==> src/rtl/fetch_stage_if.sv <==
// Fetch-stage bundle: hazard-unit enables, execute-stage redirect,
// instruction-memory port and the IF/ID outputs toward decode.
interface fetch_stage_if #(
    parameter int CNT_W = 16
);
    logic             pc_en;
    logic             ifid_en;
    logic             pc_src;
    logic [31:0]      branch_target;
    logic [31:0]      imem_addr;
    logic [31:0]      imem_data;
    logic [31:0]      if_id_instr;
    logic [31:0]      if_id_pc4;
    logic             if_id_valid;
    logic [CNT_W-1:0] stall_count;

    // The surrounding pipeline (hazard unit, execute stage, instruction memory).
    modport master (
        output pc_en,
        output ifid_en,
        output pc_src,
        output branch_target,
        output imem_data,
        input  imem_addr,
        input  if_id_instr,
        input  if_id_pc4,
        input  if_id_valid,
        input  stall_count
    );

    // The fetch stage itself.
    modport slave (
        input  pc_en,
        input  ifid_en,
        input  pc_src,
        input  branch_target,
        input  imem_data,
        output imem_addr,
        output if_id_instr,
        output if_id_pc4,
        output if_id_valid,
        output stall_count
    );
endinterface

==> src/rtl/fetch_stage.sv <==
// Instruction-fetch stage: owns the program counter and the IF/ID register,
// steered by hazard-unit enables and the execute-stage branch redirect.
module fetch_stage #(
    parameter logic [31:0] PC_RESET = 32'h0000_0000,
    parameter logic [31:0] NOP_WORD = 32'h0000_0000,
    parameter int          CNT_W    = 16
) (
    input  logic         clk,
    input  logic         rst,
    fetch_stage_if.slave fs
);
    logic [31:0]      pc_q;
    logic [31:0]      pc_d;
    logic [31:0]      pc_plus4;
    logic [31:0]      redirect_pc;

    logic [31:0]      instr_q;
    logic [31:0]      instr_d;
    logic [31:0]      pc4_q;
    logic [31:0]      pc4_d;
    logic             valid_q;
    logic             valid_d;

    logic [CNT_W-1:0] stall_cnt_q;
    logic [CNT_W-1:0] stall_cnt_d;
    logic             stall_edge;
    logic             cnt_sat;

    // Branch targets are word aligned; the low two bits are simply dropped.
    logic             unused_bt;
    assign unused_bt   = ^fs.branch_target[1:0];

    assign pc_plus4    = pc_q + 32'd4;
    assign redirect_pc = {fs.branch_target[31:2], 2'b00};
    assign stall_edge  = !fs.pc_src && !fs.pc_en;
    assign cnt_sat     = &stall_cnt_q;

    // A redirect wins over a freeze so a taken branch is never lost to a stall.
    always_comb begin
        pc_d = pc_q;
        if (fs.pc_src) begin
            pc_d = redirect_pc;
        end else if (fs.pc_en) begin
            pc_d = pc_plus4;
        end
    end

    always_comb begin
        instr_d = instr_q;
        pc4_d   = pc4_q;
        valid_d = valid_q;
        if (fs.pc_src) begin
            instr_d = NOP_WORD;
            pc4_d   = 32'd0;
            valid_d = 1'b0;
        end else if (fs.ifid_en) begin
            instr_d = fs.imem_data;
            pc4_d   = pc_plus4;
            valid_d = 1'b1;
        end
    end

    always_comb begin
        stall_cnt_d = stall_cnt_q;
        if (stall_edge && !cnt_sat) begin
            stall_cnt_d = stall_cnt_q + CNT_W'(1);
        end
    end

    always_ff @(posedge clk or negedge rst) begin
        if (!rst) begin
            pc_q        <= PC_RESET;
            instr_q     <= NOP_WORD;
            pc4_q       <= 32'd0;
            valid_q     <= 1'b0;
            stall_cnt_q <= '0;
        end else begin
            pc_q        <= pc_d;
            instr_q     <= instr_d;
            pc4_q       <= pc4_d;
            valid_q     <= valid_d;
            stall_cnt_q <= stall_cnt_d;
        end
    end

    assign fs.imem_addr   = pc_q;
    assign fs.if_id_instr = instr_q;
    assign fs.if_id_pc4   = pc4_q;
    assign fs.if_id_valid = valid_q;
    assign fs.stall_count = stall_cnt_q;
endmodule
==> src/flat_wrapper.sv <==
// flat-port wrapper written by rule: the top's interface ports become plain ports
module fetch_stage_flat 
#(
    parameter logic [31:0] PC_RESET = 32'h0000_0000,
    parameter logic [31:0] NOP_WORD = 32'h0000_0000,
    parameter int          CNT_W    = 16
)
  (clk, rst, fs_pc_en, fs_ifid_en, fs_pc_src, fs_branch_target, fs_imem_data, fs_imem_addr, fs_if_id_instr, fs_if_id_pc4, fs_if_id_valid, fs_stall_count);
  fetch_stage_if #(.CNT_W(CNT_W)) fs_i ();
  input  logic clk;
  input  logic rst;
  input wire logic [$bits(fs_i.pc_en)-1:0] fs_pc_en;
  input wire logic [$bits(fs_i.ifid_en)-1:0] fs_ifid_en;
  input wire logic [$bits(fs_i.pc_src)-1:0] fs_pc_src;
  input wire logic [$bits(fs_i.branch_target)-1:0] fs_branch_target;
  input wire logic [$bits(fs_i.imem_data)-1:0] fs_imem_data;
  output wire logic [$bits(fs_i.imem_addr)-1:0] fs_imem_addr;
  output wire logic [$bits(fs_i.if_id_instr)-1:0] fs_if_id_instr;
  output wire logic [$bits(fs_i.if_id_pc4)-1:0] fs_if_id_pc4;
  output wire logic [$bits(fs_i.if_id_valid)-1:0] fs_if_id_valid;
  output wire logic [$bits(fs_i.stall_count)-1:0] fs_stall_count;
  assign fs_i.pc_en = fs_pc_en;
  assign fs_i.ifid_en = fs_ifid_en;
  assign fs_i.pc_src = fs_pc_src;
  assign fs_i.branch_target = fs_branch_target;
  assign fs_i.imem_data = fs_imem_data;
  assign fs_imem_addr = fs_i.imem_addr;
  assign fs_if_id_instr = fs_i.if_id_instr;
  assign fs_if_id_pc4 = fs_i.if_id_pc4;
  assign fs_if_id_valid = fs_i.if_id_valid;
  assign fs_stall_count = fs_i.stall_count;
  fetch_stage #(.PC_RESET(PC_RESET), .NOP_WORD(NOP_WORD), .CNT_W(CNT_W)) u_core (.clk(clk), .rst(rst), .fs(fs_i));
endmodule
==> config.mk <==
export PLATFORM = sky130hd
export DESIGN_NAME = fetch_stage_flat
export DESIGN_NICKNAME = d
export VERILOG_FILES = /design/src/rtl/fetch_stage_if.sv /design/src/rtl/fetch_stage.sv /design/src/flat_wrapper.sv
export SDC_FILE = /design/constraint.sdc
export NUM_CORES = 1
export LEC_CHECK = 0
export CAP_MARGIN = 20
export CORE_MARGIN = 4
export CORE_UTILIZATION = 50
export DETAILED_ROUTE_END_ITERATION = 8
export PLACE_DENSITY = 0.86
export SKIP_LAST_GASP = 1
export SYNTH_ARGS = -nofsm -noshare
export SYNTH_HDL_FRONTEND = slang
export SYNTH_SLANG_ARGS = --single-unit
==> constraint.sdc <==
create_clock -name clk -period 6.6 [get_ports clk]
set_clock_uncertainty 0.15 [all_clocks]
set_input_delay 0.66 -clock clk [delete_from_list [all_inputs] [get_ports clk]]
set_output_delay 0.66 -clock clk [all_outputs]
set_load 0.01 [all_outputs]
==> flow_metrics.tcl <==
set metrics [dict create \
    met1_length_um 6460 \
    clk_path_buf_depth 2 \
    synthDistinctLibCells 49 \
    met3_length_um 1110 \
    place_area_um2 7280 \
    crit_required_ps 6700 \
    vdd_drop_max_mv 0.139 \
    firstDrtPassIters 5 \
    fp.coreArea_um2 10900 \
    fin_nets 781 \
    highest_layer "met4" \
    drt-initial-drc-count 418 \
    multi_input_comb_area_um2 2550 \
    clock_sinks 110 \
    grt_pass1_wl_um 24300 \
    cts_setup_buffers 0 \
    finalHoldViolCount 0 \
    path_delay_family "simple AND/OR/NAND/NOR gates" \
    synth_edf_count 0 \
    final_cell_area_um2 7500 \
    cts_resized 0 \
    slew_viol_final 0 \
    rows 38 \
    area_growth_pct 34.2 \
    rsz0062_at_grt "false" \
    htree_levels 3 \
    relSlewSlack 0.364 \
    ant_nets 0 \
    fillers 838 \
    via_count 4959 \
    globalplace.congestion 0.911 \
    setup_viol 0 \
    start_util 0.513 \
    cts_buffers 9 \
    period_share 0.485 \
    yosys_register_bits 110 \
    hold_ws_ps 99.9 \
    syn-cell-area_um2 5590 \
    drive_above_1_share 0.0560 \
    power_density_nw_per_um2 214 \
    cts_root_buf "clkbuf_8" \
    synth_seq_area_share 0.493 \
    crit_path_max_incr_delay_ps 910 \
    die_h_um 114 \
    cts_hold_buf 0 \
    path_buf_inv 1 \
    clk_pin_slew_ps 110 \
    crit_arrival_ps 3310 \
    dieArea_um2 12900 \
    antenna_found_initial 0 \
    grtUsageTotal 0.233 \
    fmax_mhz 312 \
    grt_max_degree 93 \
    place_hpwl_um 11100 \
    async_flop_share 1.00 \
    syn_inst 563 \
    crit_type "input port to register" \
    yosys_warnings 0 \
    ys.flop_type "dfrtp_1" \
    pre_cts_ws_ps 3020 \
    drc 0 \
    crit_fanout 18 \
    crit_chain "clkdlybuf4s50_1 -> nand4_1 -> or4_1 -> o41a_1 -> o31a_1" \
    finish.utilization 0.689 \
    final.setup.worst_slack_ps 3400 \
    wl_per_cell_um 17.9 \
    cp-start-kind "input port" \
    hp-class "input port to asynchronous set/reset pin" \
    status "complete, no violations" \
    cp-end-kind "register" \
    grt_pass1_vias 4855 \
    tns_ps 0 \
    worst_pin_slew_ps 945 \
    top_level_ports 182 \
    wl_um 15300 \
    grt-ovfl-total 0 \
    fin_crit_ps 3200 \
    port_buffers 177 \
    viasPerCell 5.81 \
    die_w_um 114 \
    wl_met2_um 7370 \
    ff_latch_area_um2 2750 \
    syn_area_per_cell_um2 9.93 \
    diodes 0 \
    p_leak_nw 3.04 \
    crit_slowest_cell "clkdlybuf4s50_1" \
    cts_tree "done" \
    cap_viol_max_count 0 \
    clock_latency_ps 370 \
]
-- final timing paths --
kind	slack [ps]	depth (start not counted)	endpoint	startpoint
max	3400	5	u_core.fs.imem_addr[30]	fs_pc_en
min	100	1	u_core.fs.imem_addr[28]	rst
max reg2reg	3750	5	u_core.fs.imem_addr[30]	u_core.fs.imem_addr[2]
min reg2reg	370	2	u_core.fs.if_id_valid	u_core.fs.if_id_valid
max in group asynchronous	4910	2	u_core.fs.imem_addr[29]	rst
min in group clk	370	2	u_core.fs.if_id_valid	u_core.fs.if_id_valid
-- layout by cell type (no fill, tap or decap), drive strengths merged, types with 20 or more instances in the layout --
master	n
or3	20
o21ai	35
mux2i	35
clkdlybuf4s50	174
dfrtp	110
nand4	25
nand3	22
nor2	86
xor2	28
nand2	29
-- power by group --
| group | internal [mW] | total [mW] | switching, mW |
|---|---|---|---|
| registers | 0.736 | 0.824 | 0.0880 |
| clock network | 0.177 | 0.411 | 0.233 |
| logic | 0.206 | 0.374 | 0.167 |
| total | 1.12 | 1.61 | 0.489 |
-- layout make-up --
class / count / share of cell area
Tap cell: 140 / 0.0233
Clock inverter: 6 / 0.00934
Timing Repair Buffer: 181 / 0.241
Inverter: 6 / 0.00300
Multi-Input combinational cell: 402 / 0.339
Sequential cell: 110 / 0.367
Clock buffer: 9 / 0.0165
-- kinds of logic (layout without fill, tap and decap cells) --
| kind of cell | after synthesis | in the layout | synth area share |
|---|---|---|---|
| AOI/OAI and AO/OA | 90 | 90 | 0.106 |
| xor gates and xnor gates | 39 | 39 | 0.0611 |
| adders and majority gates | 2 | 2 | 0.00448 |
| buffers and inverters | 52 | 202 | 0.0526 |
| DFF | 110 | 110 | 0.493 |
| muxes | 38 | 38 | 0.0687 |
| other | 1 | 2 | 0.000671 |
| and+or+nand+nor | 231 | 231 | 0.214 |
-- per-layer routing --
layer | track usage | vias up
met1 | 0.315 | 2395
met3 | 0.0430 | 28
met2 | 0.378 | 224
met4 | 0.0809 | 0
li1 | - | 2312
met5 | 0 | -
-- registers in the layout, summed over array words and instances, names as in the netlist --
signal                 flops
u_core.fs.if_id_instr     32
u_core.fs.if_id_pc4       31
u_core.fs.imem_addr       30
u_core.fs.stall_count     16
u_core.fs.if_id_valid      1
-- cells in the mapped netlist (14+ instances only) --
cell	count	share of area
dfrtp_1	110	0.49
nor2_1	86	0.058
mux2i_1	35	0.063
o21ai_0	35	0.031
nand2_1	29	0.019
xor2_1	28	0.044
clkbuf_1	26	0.017
nand4_1	25	0.028
nand3_1	20	0.018
or3_1	18	0.020
a31oi_1	15	0.017
a211oi_1	14	0.019
a311oi_1	14	0.022
-- worst reg2reg max path: stages (launching register included) --
cell and delay (ps):
dfrtp_1 520, ha_1 340, nand3_4 130, or4_1 830
o41a_1 510, o31a_1 280
-- metrics by stage --
stage               total power, mW  instances
floorplan                     0.989        564
global placement               1.19        838
detailed placement             1.21        838
CTS                            1.62        853
global route                   1.69        854
finish                         1.61        854
No activity file was read; power rests on OpenSTA's default activity.
